<file path="src/rtl/bus_reg_responder.sv">
// ============================================================================
// Module   : bus_reg_responder
// Purpose  : Command-bus responder with ID/scratch/control/counter/status regs.
// Revision : 1.0
// ============================================================================
`default_nettype none

module bus_reg_responder #(
   parameter int                    ADDR_WIDTH = 16,
   parameter int                    DATA_WIDTH = 16,
   parameter logic [DATA_WIDTH-1:0] ID_VALUE   = DATA_WIDTH'(16'hA55A)
) (
   input  logic                  clk,
   input  logic                  rst,
   input  logic                  bus_cmd_valid,
   input  logic                  bus_op,
   input  logic [ADDR_WIDTH-1:0] bus_addr,
   input  logic [DATA_WIDTH-1:0] bus_wr_data,
   output logic [DATA_WIDTH-1:0] bus_rd_data,
   output logic                  irq
);

   localparam logic [ADDR_WIDTH-1:0] C_LAST_ADDR = ADDR_WIDTH'(6);

   localparam logic [2:0] C_ID      = 3'd0;
   localparam logic [2:0] C_SCRATCH = 3'd1;
   localparam logic [2:0] C_CTRL    = 3'd2;
   localparam logic [2:0] C_CNT     = 3'd3;
   localparam logic [2:0] C_CMP     = 3'd4;
   localparam logic [2:0] C_STATUS  = 3'd5;
   localparam logic [2:0] C_ERRADDR = 3'd6;

   logic [DATA_WIDTH-1:0] rd_data_q, rd_data_d;
   logic [DATA_WIDTH-1:0] scratch_q, scratch_d;
   logic [DATA_WIDTH-1:0] cnt_q,     cnt_d;
   logic [DATA_WIDTH-1:0] cmp_q,     cmp_d;
   logic [DATA_WIDTH-1:0] erraddr_q, erraddr_d;
   logic                  cnt_en_q,  cnt_en_d;
   logic                  irq_en_q,  irq_en_d;
   logic                  hit_q,     hit_d;
   logic                  err_q,     err_d;

   logic                  w_wr;
   logic                  w_rd;
   logic                  w_mapped;
   logic [2:0]            w_sel;
   logic [DATA_WIDTH-1:0] w_rd_val;
   logic [DATA_WIDTH-1:0] w_ctrl_val;
   logic [DATA_WIDTH-1:0] w_status_val;

   assign w_wr     = bus_cmd_valid & bus_op;
   assign w_rd     = bus_cmd_valid & ~bus_op;
   assign w_mapped = (bus_addr <= C_LAST_ADDR);
   assign w_sel    = bus_addr[2:0];

   always_comb begin
      w_ctrl_val      = '0;
      w_ctrl_val[0]   = cnt_en_q;
      w_ctrl_val[2]   = irq_en_q;
      w_status_val    = '0;
      w_status_val[0] = hit_q;
      w_status_val[1] = err_q;
   end

   // Read mux sees only current register values, so reads observe pre-update state.
   always_comb begin
      w_rd_val = '0;
      if (w_mapped) begin
         case (w_sel)
            C_ID:      w_rd_val = ID_VALUE;
            C_SCRATCH: w_rd_val = scratch_q;
            C_CTRL:    w_rd_val = w_ctrl_val;
            C_CNT:     w_rd_val = cnt_q;
            C_CMP:     w_rd_val = cmp_q;
            C_STATUS:  w_rd_val = w_status_val;
            C_ERRADDR: w_rd_val = erraddr_q;
            default:   w_rd_val = '0;
         endcase
      end
   end

   always_comb begin
      rd_data_d = w_rd ? w_rd_val : rd_data_q;
      scratch_d = scratch_q;
      cmp_d     = cmp_q;
      cnt_en_d  = cnt_en_q;
      irq_en_d  = irq_en_q;
      erraddr_d = erraddr_q;
      cnt_d     = cnt_en_q ? cnt_q + 1'b1 : cnt_q;
      hit_d     = hit_q;
      err_d     = err_q;

      if (w_wr && w_mapped) begin
         case (w_sel)
            C_SCRATCH: scratch_d = bus_wr_data;
            C_CTRL: begin
               cnt_en_d = bus_wr_data[0];
               irq_en_d = bus_wr_data[2];
               if (bus_wr_data[1]) cnt_d = '0;
            end
            C_CMP: cmp_d = bus_wr_data;
            C_STATUS: begin
               if (bus_wr_data[0]) hit_d = 1'b0;
               if (bus_wr_data[1]) err_d = 1'b0;
            end
            default: ;
         endcase
      end

      // Set sources are applied after W1C so that a coincident set wins.
      if (cnt_en_q && (cnt_q == cmp_q)) hit_d = 1'b1;
      if (bus_cmd_valid && !w_mapped) begin
         err_d     = 1'b1;
         erraddr_d = DATA_WIDTH'(bus_addr);
      end
   end

   always_ff @(posedge clk or posedge rst) begin
      if (rst) begin
         rd_data_q <= '0;
         scratch_q <= '0;
         cnt_q     <= '0;
         cmp_q     <= '1;
         erraddr_q <= '0;
         cnt_en_q  <= 1'b0;
         irq_en_q  <= 1'b0;
         hit_q     <= 1'b0;
         err_q     <= 1'b0;
      end else begin
         rd_data_q <= rd_data_d;
         scratch_q <= scratch_d;
         cnt_q     <= cnt_d;
         cmp_q     <= cmp_d;
         erraddr_q <= erraddr_d;
         cnt_en_q  <= cnt_en_d;
         irq_en_q  <= irq_en_d;
         hit_q     <= hit_d;
         err_q     <= err_d;
      end
   end

   assign bus_rd_data = rd_data_q;
   assign irq         = hit_q & irq_en_q;

endmodule

`default_nettype wire
</file>
<file path="config.mk">
export PLATFORM = sky130hd
export DESIGN_NAME = bus_reg_responder
export DESIGN_NICKNAME = d
export VERILOG_FILES = /design/src/rtl/bus_reg_responder.sv
export SDC_FILE = /design/constraint.sdc
export NUM_CORES = 1
export LEC_CHECK = 0
export CELL_PAD_IN_SITES_DETAIL_PLACEMENT = 2
export CELL_PAD_IN_SITES_GLOBAL_PLACEMENT = 2
export CORE_MARGIN = 3
export CORE_UTILIZATION = 37
export DETAILED_ROUTE_END_ITERATION = 8
export GPL_TIMING_DRIVEN = 1
export PLACE_DENSITY_LB_ADDON = 0.3
export RECOVER_POWER = 100
export SYNTH_ARGS = -nofsm -noshare
export SYNTH_HDL_FRONTEND = slang
export SYNTH_SLANG_ARGS = --single-unit
</file>
<file path="constraint.sdc">
create_clock -name clk -period 3.6 [get_ports clk]
set_input_delay 0.72 -clock clk [delete_from_list [all_inputs] [get_ports clk]]
set_output_delay 0.72 -clock clk [all_outputs]
set_load 0.01 [all_outputs]
</file>
==> results.tsv <==
stage	metric	value	unit
clock_tree	# H-tree levels	3	
grt	vias in the first global route	3526	
grt	gr usage total	0.2186	
worst_hold_path	class of the worst hold path	reg -> reg	
logic_synthesis	Post-Synthesis Cells	355	
worst_setup_path	Crit Path Max Fanout	9	
logic_synthesis	Most used DFF post-synth	dfrtp_1	
grt	initial antenna violation count	0	
layout	fillcell total	1152	
sta	Final setup viols	0	
place	IO buf count	52	
logic_synthesis	sequential fraction of the synthesis area	0.4991	
clock_tree	hold buffers post-CTS	0	
clock_tree	total clock sinks	84	
status	status	complete, but fails checks	
clock_tree	clk_lat worst skew	350	ps
logic_synthesis	top cell type's share of synthesized area	0.4002	
logic_synthesis	post-synthesis async set-or-reset flop share	1.000	
routing	Pre-antenna DRT Iters	4	
clock_tree	Max Buffers Root-to-Sink	2	
sta	Final Cycle Share	0.8491	
layout	share of cells above drive strength 1	0.2214	
layout	n_diodes	0	
logic_synthesis	main combinational cell family by area after synthesis	multiplexers	
clock_tree	CTS root buffer	clkbuf_16	
clock_tree	CTS tree	built	
sta	Max-slew headroom	-0.1062	
clock_tree	Clock transition at path regs	60	ps
status	failing checks	max-capacitance violations, max-slew violations	
logic_synthesis	EDFF count, synth	0	
worst_setup_path	CP arrival	3280	ps
layout	most frequent cells in the layout	68 x dfrtp_1, 43 x mux2_2, 34 x clkdlybuf4s50_1	
routing	WL met1	5681	um
logic_synthesis	synthesized area	4252	sq um
logic_synthesis	flops & latches, synth	84	
sta	max frequency	327.2	MHz
clock_tree	CTS buffer count	9	
worst_setup_path	Worst Path Required	3820	ps
worst_setup_path	CP endpoint kind	flop	
sta	post-route minimum period	3057	ps
layout	Synth-to-Final Area Change	21.42	%
routing	Post-route DRC	0	
power	Power Density	408.6	nW/um^2
floorplanning	Starting Density	0.3854	
sta	unrepaired setup endpoints after global routing	no	
layout	commonest non-fill, non-tap cell in the layout	dfrtp_1	
worst_setup_path	Critical Path Source Type	input pin	
routing	DR WL met2	6936	um
grt	largest net degree at the start of global routing	51	
routing	wirelength, routed	13310	um
worst_setup_path	Setup Crit Path Kind	in -> reg	
routing	Top Layer Used	met4	
logic_synthesis	xor/xnor share of the synthesized area	0.06386	
power	Tot Pwr	2.110	mW
place	hpwl dp	9788	um
clock_tree	CTS resizes	0	
logic_synthesis	Compound-Gate Fraction of Synth Area	0.09682	
run	Max-cap violations	1	
logic_synthesis	post-synthesis adder-cell area fraction	0.002943	
grt	gr ovfl total	0	
grt	first-pass GRT wire length	21060	um
logic_synthesis	Simple-Gate Fraction of Synth Area	0.1210	
routing	Met3 Wirelength	360	um
routing	drt wl/cell	24.16	um
routing	DR vias	3135	
floorplanning	core area	11030	sq um
logic_synthesis	top cells by area, synth	dfrtp_1 40%, mux2_2 11%, dfstp_2 9.9%	
floorplanning	Ports	53	
layout	Nets	443	
sta	hold violation count in the final report	0	
power	peak supply drop	0.0003783	V
clock_tree	Post-CTS Setup Inserts	0	
place	Routability Congestion	0.8222	
routing	1st-iter DRT viols	130	
logic_synthesis	post-synth cell types	46	
floorplanning	Rows	38	
floorplanning	die area	12810	sq um
sta	final setup TNS	0	ps
logic_synthesis	mux contribution to synthesized area	0.1807	
logic_synthesis	synth warn	0	
logic_synthesis	syn avg cell area	11.98	sq um
sta	Worst-Margin Slew	1650	ps
routing	vias per cell	5.690	
sta	Slew Limit Fails	35	
routing	Final ANT Viol Nets	0	
floorplanning	Die W	113.2	um
logic_synthesis	cell taking the most area after synthesis	dfrtp_1	
logic_synthesis	syn nets	392	
floorplanning	Die H	113.2	um
sta	Setup Skew	8.192	ps
power	Lkg Pwr	2.189	nW
final cells by class:
class                           count  area [sq um]  area share
Sequential cell                    84          2122      0.4111
Multi-Input combinational cell    238          1914      0.3708
Timing Repair Buffer               66         625.6      0.1212
Clock buffer                       15         267.8     0.05187
Tap cell                          140         175.2     0.03393
Clock inverter                      1         30.03    0.005817
Inverter                            7         27.53    0.005332
cells in the mapped netlist (5+ instances only):
cell / instances
dfrtp_1: 68
mux2_2: 43
nor2_1: 23
clkbuf_1: 18
xor2_1: 18
dfstp_2: 16
xnor2_1: 13
nand2_1: 12
a21oi_1: 10
mux2_4: 10
mux2i_1: 10
a221oi_1: 9
a22o_1: 8
nand3_1: 8
nor4_1: 8
o22ai_1: 8
nor3_1: 7
and3_1: 6
inv_1: 6
nand4_1: 5
o31ai_1: 5
final timing paths:
path                            startpoint              end  slack, ps  cells past startpoint
min in group asynchronous              rst   bus_rd_data[3]       1230                      2
max in group asynchronous              rst        cmp_q[13]       1430                      3
max reg2reg                       cnt_q[3]        cnt_q[13]       1830                      4
max                           bus_addr[13]    scratch_q[14]        540                      6
min                        bus_rd_data[11]  bus_rd_data[11]        490                      2
min reg2reg                bus_rd_data[11]  bus_rd_data[11]        490                      2
registers in the layout, summed over array words and instances (netlist names):
register     cells
irq_en_q         1
scratch_q       16
cnt_en_q         1
cmp_q           16
err_q            1
cnt_q           16
erraddr_q       16
hit_q            1
bus_rd_data     16
routing by layer:
layer | global-route usage | up-vias
met2 | 0.3799 | 61
met4 | 0.08654 | 0
li1 | - | 1404
met1 | 0.2717 | 1648
met5 | 0 | -
met3 | 0.03476 | 22
stage by stage:
stage               instances  hold slack (ps)  instance area [sq um]    util  worst slack [ps]
floorplan                 355            457.4                   4252       -             741.3
global placement          535            465.7                   4941  0.4479             607.0
detailed placement        535            484.9                   4941  0.4479             549.0
CTS                       551            494.8                   5239  0.4749             908.6
global route              551            512.9                   5162  0.4680             401.8
finish                    551            487.0                   5162  0.4680             543.4
cells by family (layout without fill, tap and decap cells):
group | Yosys count | in the layout
multiplexers | 66 | 66
buffers and inverters | 33 | 89
XOR/XNOR | 31 | 31
flip-flops | 84 | 84
AO/OA/AOI/OAI | 54 | 54
AND/OR/NAND/NOR | 86 | 86
adder cells (fa/ha/maj) | 1 | 1
where the power goes:
part / internal [mW] / total (mW) / leakage [nW] / switching [mW]
registers: 0.964 / 0.981 / 0.985 / 0.0166
clock network: 0.577 / 0.944 / 0.144 / 0.368
logic: 0.0848 / 0.184 / 1.06 / 0.0994
total: 1.63 / 2.11 / 2.19 / 0.484
critical path, cell delays in order:
cell	delay, ps
clkdlybuf4s50_1	430
nor4_1	330
nand4_1	580
nor4_4	620
buf_4	260
mux2_1	340
Note: power is estimated with default switching activity, not from simulation.
